==> config.mk <==
export PLATFORM = sky130hd
export DESIGN_NAME = panda_risc_v_div_arbiter
export DESIGN_NICKNAME = d
export VERILOG_FILES = /design/src/rtl/panda_risc_v_div_arbiter.sv
export SDC_FILE = /design/constraint.sdc
export NUM_CORES = 1
export LEC_CHECK = 0
export BUFFER_PORTS_ARGS = -buffer_cell sky130_fd_sc_hd__buf_2
export CAP_MARGIN = 20
export CORE_AREA = 4 4 118 120
export DETAILED_ROUTE_END_ITERATION = 16
export DIE_AREA = 0 0 122 124
export GPL_TIMING_DRIVEN = 0
export PLACE_DENSITY = 0.58
export SLEW_MARGIN = 10
export SYNTH_ARGS = -nofsm -noshare
export SYNTH_HDL_FRONTEND = slang
export SYNTH_SLANG_ARGS = --single-unit
==> constraint.sdc <==
create_clock -name clk -period 3 [get_ports clk]
set_input_delay 0.45 -clock clk [delete_from_list [all_inputs] [get_ports clk]]
set_output_delay 0.45 -clock clk [all_outputs]
set_load 0.02 [all_outputs]
==> src/rtl/panda_risc_v_div_arbiter.sv <==
// Round-robin arbiter sharing one multi-cycle divider between REQ_N requesters.
// An in-order tag FIFO routes results back; `DIV_ARB_PERF_CNT_EN adds perf counters.
module panda_risc_v_div_arbiter #(
    parameter int REQ_N            = 2,
    parameter int ORDER_FIFO_DEPTH = 4,
    parameter int simulation_delay = 1
) (
    input  logic                                clk,
    input  logic                                rst,
    input  logic [REQ_N*33-1:0]                 s_req_op_a,
    input  logic [REQ_N*33-1:0]                 s_req_op_b,
    input  logic [REQ_N-1:0]                    s_req_rem_sel,
    input  logic [REQ_N-1:0]                    s_req_valid,
    output logic [REQ_N-1:0]                    s_req_ready,
    output logic [REQ_N*32-1:0]                 s_res_data,
    output logic [REQ_N-1:0]                    s_res_valid,
    input  logic [REQ_N-1:0]                    s_res_ready,
    output logic [32:0]                         m_div_req_op_a,
    output logic [32:0]                         m_div_req_op_b,
    output logic                                m_div_req_rem_sel,
    output logic                                m_div_req_valid,
    input  logic                                m_div_req_ready,
    input  logic [31:0]                         m_div_res_data,
    input  logic                                m_div_res_valid,
    output logic                                m_div_res_ready,
    output logic [$clog2(ORDER_FIFO_DEPTH):0]   div_outstanding
`ifdef DIV_ARB_PERF_CNT_EN
    ,
    output logic [REQ_N*32-1:0]                 perf_req_cnt,
    output logic [31:0]                         perf_stall_cnt
`endif
);

    localparam int IW = (REQ_N > 1) ? $clog2(REQ_N) : 1;
    localparam int AW = $clog2(ORDER_FIFO_DEPTH);
    localparam int CW = AW + 1;
    localparam logic [CW-1:0] DEPTH_C = CW'(ORDER_FIFO_DEPTH);
    localparam logic [IW:0]   REQ_N_C = (IW + 1)'(REQ_N);

    // Synthesised logic applies no delays; the simulation delay only exists
    // so existing instantiations keep the same parameter list.
    if (simulation_delay < 0) begin : g_neg_sim_delay
    end

    logic [IW-1:0] rr_q, rr_d;
    logic          lock_q, lock_d;
    logic [IW-1:0] lock_idx_q, lock_idx_d;
    logic [IW-1:0] tags_q [ORDER_FIFO_DEPTH];
    logic [IW-1:0] tags_d [ORDER_FIFO_DEPTH];
    logic [AW-1:0] wptr_q, wptr_d;
    logic [AW-1:0] rptr_q, rptr_d;
    logic [CW-1:0] cnt_q, cnt_d;

    logic [IW-1:0] rr_pick;
    logic [IW-1:0] grant;
    logic [IW-1:0] head;
    logic          any_valid;
    logic          tag_full;
    logic          tag_empty;
    logic          req_hs;
    logic          res_hs;

    assign any_valid = |s_req_valid;
    assign tag_full  = (cnt_q == DEPTH_C);
    assign tag_empty = (cnt_q == '0);
    assign head      = tags_q[rptr_q];
    assign grant     = lock_q ? lock_idx_q : rr_pick;

    // Round-robin search: first valid requester at or after the rr pointer.
    always_comb begin
        logic [IW:0] sum;
        logic        found;
        rr_pick = rr_q;
        found   = 1'b0;
        for (int k = 0; k < REQ_N; k++) begin
            sum = {1'b0, rr_q} + (IW + 1)'(k);
            if (sum >= REQ_N_C) begin
                sum = sum - REQ_N_C;
            end
            if (!found && s_req_valid[sum[IW-1:0]]) begin
                found   = 1'b1;
                rr_pick = sum[IW-1:0];
            end
        end
    end

    // Request channel: payload mux from the granted requester and ready fan-out.
    always_comb begin
        m_div_req_op_a    = '0;
        m_div_req_op_b    = '0;
        m_div_req_rem_sel = 1'b0;
        s_req_ready       = '0;
        m_div_req_valid   = any_valid & ~tag_full;
        for (int i = 0; i < REQ_N; i++) begin
            if (grant == IW'(i)) begin
                m_div_req_op_a    = s_req_op_a[i*33 +: 33];
                m_div_req_op_b    = s_req_op_b[i*33 +: 33];
                m_div_req_rem_sel = s_req_rem_sel[i];
                s_req_ready[i]    = any_valid & m_div_req_ready & ~tag_full;
            end
        end
    end

    assign req_hs = m_div_req_valid & m_div_req_ready;

    // Result channel: only the head-of-queue owner sees valid and drives ready.
    always_comb begin
        s_res_valid     = '0;
        m_div_res_ready = s_res_ready[head] & ~tag_empty;
        for (int i = 0; i < REQ_N; i++) begin
            s_res_valid[i] = (head == IW'(i)) & m_div_res_valid & ~tag_empty;
        end
    end

    assign res_hs          = m_div_res_valid & m_div_res_ready;
    assign s_res_data      = {REQ_N{m_div_res_data}};
    assign div_outstanding = cnt_q;

    // Next state: grant lock, rr pointer advance and tag FIFO push/pop.
    always_comb begin
        rr_d       = rr_q;
        lock_d     = lock_q;
        lock_idx_d = lock_idx_q;
        wptr_d     = wptr_q;
        rptr_d     = rptr_q;
        tags_d     = tags_q;
        if (req_hs) begin
            tags_d[wptr_q] = grant;
            wptr_d         = wptr_q + 1'b1;
            rr_d           = (grant == IW'(REQ_N - 1)) ? '0 : grant + 1'b1;
            lock_d         = 1'b0;
        end else if (m_div_req_valid) begin
            lock_d     = 1'b1;
            lock_idx_d = grant;
        end
        if (res_hs) begin
            rptr_d = rptr_q + 1'b1;
        end
        cnt_d = cnt_q + {{AW{1'b0}}, req_hs} - {{AW{1'b0}}, res_hs};
    end

    // State registers; reset drops every in-flight tag.
    always_ff @(posedge clk) begin
        if (rst) begin
            rr_q       <= '0;
            lock_q     <= 1'b0;
            lock_idx_q <= '0;
            wptr_q     <= '0;
            rptr_q     <= '0;
            cnt_q      <= '0;
        end else begin
            rr_q       <= rr_d;
            lock_q     <= lock_d;
            lock_idx_q <= lock_idx_d;
            wptr_q     <= wptr_d;
            rptr_q     <= rptr_d;
            cnt_q      <= cnt_d;
        end
        tags_q <= tags_d;
    end

`ifdef DIV_ARB_PERF_CNT_EN
    logic [REQ_N*32-1:0] perf_req_cnt_q, perf_req_cnt_d;
    logic [31:0]         perf_stall_cnt_q, perf_stall_cnt_d;

    // Per-requester accepted-request counts and divider stall cycles.
    always_comb begin
        perf_req_cnt_d   = perf_req_cnt_q;
        perf_stall_cnt_d = perf_stall_cnt_q;
        for (int i = 0; i < REQ_N; i++) begin
            if (req_hs && grant == IW'(i)) begin
                perf_req_cnt_d[i*32 +: 32] = perf_req_cnt_q[i*32 +: 32] + 32'd1;
            end
        end
        if (m_div_req_valid && !m_div_req_ready) begin
            perf_stall_cnt_d = perf_stall_cnt_q + 32'd1;
        end
    end

    // Counter registers, wrapping at 2^32.
    always_ff @(posedge clk) begin
        if (rst) begin
            perf_req_cnt_q   <= '0;
            perf_stall_cnt_q <= '0;
        end else begin
            perf_req_cnt_q   <= perf_req_cnt_d;
            perf_stall_cnt_q <= perf_stall_cnt_d;
        end
    end

    assign perf_req_cnt   = perf_req_cnt_q;
    assign perf_stall_cnt = perf_stall_cnt_q;
`endif

endmodule

==> impl_results.md, run 1 <==
* # setup viols final at 0
* Crit Path Category: flip-flop to flip-flop
* Post-Synthesis Cell Area at about 2100 um2
* Total number of vias at 2478
* CTS Buf Count at 3
* RSZ-0062 raised after global routing: no
* Worst EP required at 3.11 ns
* Worst setup EP type: flip-flop
* Cell family with most CP delay: multiplexers
* Register area at 320.3 um2
* Post-CTS Setup Inserts at 0
* Ys Warns at 0
* Total grt overflow at 0
* Critical path fanouts, max at 4
* Syn Area/Cell at 9.606 um2
* Core Rows at 42
* Worst-path clk slew at 0.05 ns
* Final hold viol count at 0
* Max-slew violations at 0
* Final min period at 2.713 ns
* LEAKAGE at 2.116 nW
* Cts repair resizes at 0
* Hold slack at 0.5057 ns
* Layout cell share with drive strength beyond 1 at between 70% and 80%
* Starting Density at 16.28%
* Crit path buffers/inverters at 1
* DR WL/cell at 12.69 um
* Fillers at 1433
* Max clock buf depth at 2
* CP max stage delay at roughly 0.38 ns
* Port-buffer cells at between 200 and 300
* Antenna-violating nets left at 0
* DRC viols at 0
* Initial antenna violation count at 0
* WP data arrival at 2.82 ns
* Max-Cap Viols at 0
* Die Y at 124 um
* Drt via density at 3.639
* Boundary pin count at 314
* DR iter-0 viols at 36
* Clock latency on the worst-skew pair at 0.24 ns
* Core ar. at 12980 um2
* Sequential-to-total area share from yosys stat at roughly 15%
* Highest clock rate at 368.6 MHz
* Final setup TNS at 0 ns
* Global placer's final weighted congestion at between 0.7 and 0.8
* Worst slew pin tran at around 0.57 ns
* Peak VDD IR at 0.3596 mV
* Status: finished, final reports clean
* Nature of the critical path startpoint: flip-flop
* Slowest library cell on the worst path: dfxtp_1
* Yosys cell types at 27
* Synthesis-stage register bit count at 14
* Hold/Removal Path Class: flip-flop to flip-flop
* Syn Inst Count at between 200 and 250
* CTS tree: done
* Max_slew headroom at 61.82%
* Htree depth at 1
* Die W at 122 um
* DIE AREA at approximately 15000 um2
* Crit share post-route at 90.44%
* Worst path cell trace: mux2i_1 -> mux2_2 -> mux2i_1 -> nor2_1 -> ha_1 -> inv_1 -> ha_1 -> fa_1 -> xnor2_1 -> xnor2_1 -> nor2_1
* Area Overhead vs Synth at 80.70%
* First-pass GRT wire length at 11850 um
* Drt pass-1 iters at 2
* Power Total at 0.001663 W
* DRT Wirelength at 8645 um
* Net Count, Synth at 401
* Number of global-route vias before repair at 2352
* N_diodes at 0
* Maximum number of pins on one net before global-route repair at 11
* DP Wirelength at around 7900 um
* Clock sink count at 14
* Worst clock skew at between 0.001 and 0.0015 ns
* Root Driver: clkbuf_16
* Tot GR Track Use at 9.627%
* Post-layout util at about 29%
* PwrDens at between 400 and 500 nW/um2
* Final nets at 687
* Area of the multi-input gates at 1180 um2
* Hold_buf cts at 0
[routing by layer]
layer / global-route usage (%) / up-vias / wire (um)
li1: - / 1250 / -
met1: 11.11 / 1078 / 3047
met2: 18.68 / 143 / 4556
met3: 1.998 / 7 / 964
met4: 1.190 / 0 / 76
met5: 0 / - / 0
[sequential cells by signal (all words and copies together) (netlist names)]
signal and count:
lock_q 1, div_outstanding 3, lock_idx_q 1, rr_q 1, wptr_q 2, tags_q 4, rptr_q 2
[worst min-delay path, delay by kind of cell, from the launching register on]
kind / cells / cell delay, ns
compound gates: 1 / 0.05
simple gates: 1 / 0.10
flops: 1 / 0.30
[report_power, final]
| group | switching (W) | internal [W] | total (W) |
|---|---|---|---|
| logic | 0.000639 | 0.000504 | 0.00114 |
| clock network | 0.0000734 | 0.000176 | 0.000249 |
| registers | 0.0000346 | 0.000236 | 0.000271 |
| total | 0.000747 | 0.000916 | 0.00166 |
[final timing paths]
| path | from | end | slack, ns | cells past startpoint |
|---|---|---|---|---|
| worst max-delay path | rptr_q[1] | div_outstanding[2] | 0.29 | 11 |
| worst min-delay path | lock_idx_q | lock_idx_q | 0.51 | 2 |
| worst max register to register | rptr_q[1] | div_outstanding[2] | 0.29 | 11 |
| worst min register to register | lock_idx_q | lock_idx_q | 0.51 | 2 |
[cells in the final DEF, fill, tap and decap left out, types with 2 or more instances in the layout]
cell type / count
mux2_1: 68
clkbuf_16: 3
dfxtp_1: 10
a21oi_1: 3
xnor2_1: 3
and2_1: 5
edfxtp_1: 4
buf_2: 282
nor2b_1: 3
mux2_2: 2
nor2_1: 14
a211oi_1: 2
mux2i_1: 4
buf_6: 7
ha_1: 6
buf_4: 65
nor3_1: 3
inv_1: 9
o31ai_1: 2
[through the flow]
stage                     std cells  cell area (um2)  setup slack, ns
after floorplan                 220             2113           0.5042
after global placement          677             3740           0.2597
after detailed placement        677             3740           0.2651
after CTS                       681             3819           0.2391
after global routing            681             3819          0.07896
final                           681             3819           0.2868
[Yosys cell counts, drive strengths merged]
cell type / instances / area [um2]
a211oi: 3 / 35.03
a21oi: 3 / 15.01
and2: 5 / 31.28
and3: 1 / 11.26
buf: 73 / 571.8
clkbuf: 1 / 3.750
dfxtp: 10 / 200.2
edfxtp: 4 / 120.1
fa: 1 / 20.02
ha: 6 / 75.07
inv: 10 / 37.53
mux2: 71 / 803.3
mux2i: 4 / 40.04
nand2: 1 / 3.750
nor2: 14 / 52.55
nor2b: 3 / 18.77
nor3: 3 / 15.01
o31a: 1 / 8.760
o31ai: 2 / 15.01
or3b: 1 / 8.760
xnor2: 3 / 26.28
[cells by family after synthesis]
kind of cell	count (synthesis)	share of synthesized area [%]
AO/OA/AOI/OAI	9	3.493
multiplexers	75	39.90
AND/OR/NAND/NOR	28	6.690
adder cells (fa/ha/maj)	7	4.500
XOR/XNOR	3	1.244
buffers and inverters	84	29.01
flip-flops	14	15.16
[layout make-up]
| class | count | area share [%] |
|---|---|---|
| repair buffers | 281 | 36.83 |
| inverters | 10 | 0.9830 |
| clock buffers | 3 | 1.966 |
| flip-flops and latches | 14 | 8.388 |
| plain buffers | 74 | 15.07 |
| multi-input cells | 122 | 30.90 |
| well taps | 176 | 5.767 |
| clock inverters | 1 | 0.09830 |
(Power assumes the default switching activity.)
==> run 2, diff against run 1 <==
CORE_AREA = 4 4 121 123   (was 4 4 118 120)
DIE_AREA = 0 0 125 127   (was 0 0 122 124)
MAX_ROUTING_LAYER = met4   (was not set)
clock period = 2.49 ns   (was 3 ns; I/O delays follow)
==> impl_results.md, run 2 (same netlist as run 1, synthesis figures left out) <==
* Non-filler cells in the finished layout at 700 (+2.8%)
* Clock sink count at 14 (unchanged)
* Final setup TNS at 0 ns (unchanged)
* Worst setup EP type: flip-flop
* Initial antenna violation count at 1 (+1)
* Met3 WL at 765 um (-21%)
* Hold_buf cts at 0 (unchanged)
* DP Wirelength at 8283 um (+4.3%)
* Die Y at 127 um (+2.4%)
* DRC viols at 0 (unchanged)
* DR iter-0 viols at 28 (-22%)
* Worst EP required at 2.60 ns (-0.51 ns)
* Antenna-violating nets left at 0 (unchanged)
* Worst clock skew at 0.002694 ns (+0.001663 ns)
* Met1 Wirelength at 3412 um (+12%)
* Max_slew headroom at 68.71% (+6.9 points)
* Commonest cells after routing, fill and taps aside: buf_2, buf_4, mux2_1
* Core Rows at 43 (+2.4%)
* Post-layout util at 29.11% (-0.31 points)
* Status: finished, final reports clean
* Reg2Reg Capture Point: div_outstanding[2]
* Peak VDD IR at 0.4755 mV (+32%)
* Biggest register: tags_q
* Boundary pin count at 314 (unchanged)
* Htree depth at 1 (unchanged)
* Highest clock rate at 408.7 MHz (+11%)
* First-pass GRT wire length at 13300 um (+12%)
* Placed insts at 681 (+0.59%)
* Root Driver: clkbuf_16
* Worst-path clk slew at 0.05 ns (about the same)
* Tot GR Track Use at 10.57% (+0.95 points)
* RSZ-0062 raised after global routing: yes
* Fillers at 1516 (+5.8%)
* Drt pass-1 iters at 4 (+2)
* Maximum number of pins on one net before global-route repair at 11 (unchanged)
* Total number of vias at 2548 (+2.8%)
* RR Startpoint: rptr_q[1]
* Global placer's final weighted congestion at 0.8089 (+2.4%)
* Port-buffer cells at 281 (unchanged)
* Final min period at 2.447 ns (-0.2661 ns)
* Starting Density at 15.46% (-0.82 points)
* Nature of the critical path startpoint: flip-flop
* DR WL/cell at 13.20 um (+4.0%)
* CTS Buf Count at 3 (unchanged)
* Drt via density at 3.640 (about the same)
* Hold slack at 0.4464 ns (-0.05926 ns)
* Clock latency on the worst-skew pair at 0.24 ns (about the same)
* Core ar. at 13670 um2 (+5.3%)
* Hold/Removal Path Class: primary input to flip-flop
* R2R cell count at 11 (unchanged)
* LEAKAGE at 2.194 nW (+3.7%)
* Layout cell share with drive strength beyond 1 at 74.57% (+2.5 points)
* Worst slew pin tran at 0.4693 ns (-0.09854 ns)
* WL met2 at 4979 um (+9.3%)
* Crit path capture: div_outstanding[2]
* Power Total at 0.002122 W (+28%)
* R2r setup slk at 0.04 ns (-0.24 ns)
* Max-Cap Viols at 0 (unchanged)
* Total grt overflow at 0 (unchanged)
* # setup viols final at 0 (unchanged)
* Commonest non-fill, non-tap cell in the layout: buf_2
* CTS tree: done
* Final hold viol count at 0 (unchanged)
* Area Overhead vs Synth at 88.22%
* PwrDens at 533.6 nW/um2 (+23%)
* Number of global-route vias before repair at 2382 (+1.3%)
* Flip-flop count of the largest register after layout at 4 (unchanged)
* DIE AREA at 15880 um2 (+4.9%)
* Max-slew violations at 0 (unchanged)
* Crit Path Category: flip-flop to flip-flop
* Crit path launch: rptr_q[1]
* Critical path fanouts, max at 4 (unchanged)
* Final nets at 701 (+2.0%)
* WP data arrival at 2.56 ns (-0.26 ns)
* DRT Wirelength at 9239 um (+6.9%)
* Die W at 125 um (+2.5%)
* DR top layer: met4
* Max clock buf depth at 2 (unchanged)
* Crit share post-route at 98.28% (+7.8 points)
==> run 2: cell type report <==
cell class                      count  area (um2)  share of cell area, %
Inverter                           10       37.54                 0.9437
Sequential cell                    14       325.3                  8.179
Tap cell                          180       225.2                  5.662
Clock inverter                      1       3.754                0.09437
Antenna cell                        1       2.502                0.06291
Timing Repair Buffer              295        1511                  38.00
Clock buffer                        3       75.07                  1.887
Multi-Input combinational cell    122        1221                  30.70
Buffer                             74       575.6                  14.47
==> run 2: metal layers <==
layer / up-vias / track usage (%)
met4: 0 / 1.722
met1: 1122 / 11.74
met3: 7 / 1.881
met5: - / -
met2: 140 / 20.09
li1: 1279 / -
==> run 2: power by group <==
part	internal, W	switching, W	leakage (nW)	total, W
clock network	0.000212	0.0000938	0.0385	0.000306
registers	0.000286	0.0000468	0.121	0.000333
logic	0.000684	0.000800	2.03	0.00148
==> run 2: worst min-delay path by stage <==
stage | startpoint | depth (start not counted) | end | slack (ns)
final | rst | 3 | rr_q | 0.45
after global placement | lock_idx_q | 2 | lock_idx_q | 0.49
after CTS | rst | 3 | rr_q | 0.45
after floorplan | lock_idx_q | 2 | lock_idx_q | 0.48
after global routing | rst | 3 | rr_q | 0.47
after detailed placement | lock_idx_q | 2 | lock_idx_q | 0.50
==> run 2: critical path: stages (launching register included) <==
cell     delay [ns]
dfxtp_4        0.37
mux2i_2        0.23
mux2_4         0.21
mux2i_4        0.24
nor2_1         0.06
ha_1           0.29
inv_1          0.04
ha_2           0.17
fa_2           0.37
xnor2_2        0.14
xnor2_1        0.14
nor2_1         0.06
==> run 2: repair_timing <==
item	in CTS	in global routing
pin swaps	2	3
gates resized for setup	10	1
setup buffers	11	3
endpoints found under the setup margin	2	1
gates cloned	0	0
==> run 2: per-stage QoR <==
stage                     area [um2]  setup slack, ns
final                           3978          0.04292
after global placement          3746          -0.2691
after floorplan                 2115          0.03538
after CTS                       3950        0.0005240
after detailed placement        3746          -0.2656
after global routing            3978         -0.09213
==> run 3, diff against run 2 <==
PLACE_DENSITY = not set   (was 0.58)
==> impl_results.md, run 3 (same netlist as run 1, synthesis figures left out) <==
* DR WL/cell at 13.70 um (+3.8%)
* CP dominant cell by count: nor2_1
* # setup viols final at 0 (unchanged)
* Core Rows at 43 (unchanged)
* Max clock buf depth at 2 (unchanged)
* Layout cell share with drive strength beyond 1 at 74.12% (-0.45 points)
* Max-Cap Viols at 0 (unchanged)
* Pint at 0.001152 W (-2.5%)
* Worst EP required at 2.60 ns (about the same)
* Placed insts at 681 (unchanged)
* DRT Wirelength at 9468 um (+2.5%)
* LEAKAGE at 2.151 nW (-2.0%)
* Final setup TNS at 0 ns (unchanged)
* Die W at 125 um (unchanged)
* Antenna-violating nets left at 0 (unchanged)
* Critical path fanouts, max at 4 (unchanged)
* Worst clock skew at 0.001053 ns (-0.001641 ns)
* RSZ-0062 raised after global routing: yes
* DP Wirelength at 8544 um (+3.2%)
* Tot GR Track Use at 10.71% (+0.13 points)
* Final min period at 2.428 ns (-0.01950 ns)
* Combinational power share at 69.7% (-0.2 points)
* Slowest library cell on the worst path: fa_2
* Hold_buf cts at 0 (unchanged)
* Nature of the critical path startpoint: flip-flop
* Commonest cells after routing, fill and taps aside: buf_2, buf_4, mux2_1
* Switching share of power at 44.68% (+0.37 points)
* Post-layout util at 28.61% (-0.49 points)
* Status: finished, final reports clean
* Fillers at 1503 (-0.86%)
* Reg2Reg Capture Point: div_outstanding[2]
* Clock sink count at 14 (unchanged)
* R2R cell count at 11 (unchanged)
* Core ar. at 13670 um2 (unchanged)
* Die Y at 127 um (unchanged)
* Clock share of power at 14.2% (-0.2 points)
* Flip-flop count of the largest register after layout at 4 (unchanged)
* Crit share post-route at 97.49% (-0.78 points)
* Worst setup EP type: flip-flop
* PwrDens at 532.5 nW/um2 (-0.20%)
* Drt via density at 3.673 (+0.90%)
* First-pass GRT wire length at 13550 um (+1.9%)
* Max-slew violations at 0 (unchanged)
* Commonest non-fill, non-tap cell in the layout: buf_2
* CTS tree: done
* WP data arrival at 2.54 ns (-0.02 ns)
* Total number of vias at 2538 (-0.39%)
* CP max stage delay at 0.37 ns (about the same)
* Hold/Removal Path Class: primary input to flip-flop
* Area of the multi-input gates at 1221 um2 (unchanged)
* Crit Path Category: flip-flop to flip-flop
* DR iter-0 viols at 19 (-32%)
* Peak VDD IR at 0.4500 mV (-5.4%)
* Worst slew pin tran at 0.4523 ns (-0.01698 ns)
* Final hold viol count at 0 (unchanged)
* Hold_sp: rst
* Number of global-route vias before repair at 2457 (+3.1%)
* Reg power frac at 16.1% (+0.4 points)
* Hold slack at 0.4648 ns (+0.01841 ns)
* Highest clock rate at 411.9 MHz (+0.80%)
* Initial antenna violation count at 1 (unchanged)
* Boundary pin count at 314 (unchanged)
* Crit path launch: rptr_q[1]
* Root Driver: clkbuf_16
* Worst path cell trace: mux2i_2 -> mux2_4 -> mux2i_4 -> nor2_1 -> ha_1 -> inv_1 -> ha_2 -> fa_2 -> xnor2_2 -> xnor2_1 -> nor2_1
* Worst-path clk slew at 0.04 ns (about the same)
* Total grt overflow at 0 (unchanged)
* Final nets at 692 (-1.3%)
* Clock latency on the worst-skew pair at 0.24 ns (about the same)
* DP Area at 3746 um2 (unchanged)
* Area Overhead vs Synth at 85.02%
* CTS Buf Count at 3 (unchanged)
* Register area at 325.3 um2 (unchanged)
* Biggest register: tags_q
* Htree depth at 1 (unchanged)
* Port-buffer cells at 281 (unchanged)
* DRC viols at 0 (unchanged)
* Global placer's final weighted congestion at 0.8382 (+3.6%)
* P_sw at 0.0009304 W (-1.1%)
* RR Startpoint: rptr_q[1]
* DIE AREA at 15880 um2 (unchanged)
* Maximum number of pins on one net before global-route repair at 11 (unchanged)
* Starting Density at 15.46% (unchanged)
* Crit path capture: div_outstanding[2]
* Drt pass-1 iters at 4 (unchanged)
* Non-filler cells in the finished layout at 691 (-1.3%)
* Max_slew headroom at 69.85% (+1.1 points)
* Final Cell Area at 3910 um2 (-1.7%)
* R2r setup slk at 0.06 ns (+0.02 ns)
[run 3: changes by cell type in the layout (fill, tap and decap cells not counted)]
cell and change:
buf_4 -9
[run 3: what timing repair did]
item / in CTS / in global routing
gates resized for setup: 9 / 2
buffers inserted: 5 / 0
endpoints found under the setup margin: 2 / 1
hold endpoints to repair: 0 / 0
pin swaps: 3 / 4
[run 3: worst max-delay path: cells and delay by family (launching register included)]
| family | cells | cell delay (ns) |
|---|---|---|
| buffers and inverters | 1 | 0.04 |
| DFF | 1 | 0.36 |
| adders and majority gates | 3 | 0.83 |
| muxes | 3 | 0.69 |
| xor gates and xnor gates | 2 | 0.27 |
| and+or+nand+nor | 2 | 0.12 |
[run 3: worst min path at each step]
stage | slack [ns] | depth (start not counted) | to
global route | 0.47 | 3 | rr_q
CTS | 0.46 | 3 | rr_q
finish | 0.46 | 3 | rr_q
detailed placement | 0.50 | 2 | lock_idx_q
floorplan | 0.48 | 2 | lock_idx_q
global placement | 0.49 | 2 | lock_idx_q
[run 3: power by group through the flow]
stage	Sequential (W)	Combinational (W)	Clock (W)
final	0.000334	0.00145	0.000296
after global routing	0.000342	0.00157	0.000322
after CTS	0.000333	0.00145	0.000304
after detailed placement	0.000333	0.00140	0
after global placement	0.000333	0.00140	0
after floorplan	0.000349	0.000917	0
[run 3: final cells by class]
class | count | share of cell area (%)
Sequential cell | 14 | 8.320
Inverter | 10 | 0.9600
Antenna cell | 1 | 0.06400
Clock inverter | 1 | 0.09600
Multi-Input combinational cell | 122 | 31.23
Timing Repair Buffer | 286 | 36.93
Tap cell | 180 | 5.760
Clock buffer | 3 | 1.920
Buffer | 74 | 14.72
[run 3: per-layer routing]
metal	GRT usage (%)	vias to the layer above	part of all wire, %
li1	-	1263	-
met1	13.11	1145	40
met2	19.20	130	52
met3	2.174	0	8.2
met4	0.5740	0	0
met5	-	-	0
[run 3: per-stage QoR]
stage | power (W) | setup slack (ns)
4_1_cts | 0.002086 | 0.02737
5_1_grt | 0.002229 | -0.09661
3_3_place_gp | 0.001730 | -0.2469
3_5_place_dp | 0.001733 | -0.2277
2_1_floorplan | 0.001266 | 0.03538
6_report | 0.002082 | 0.06242
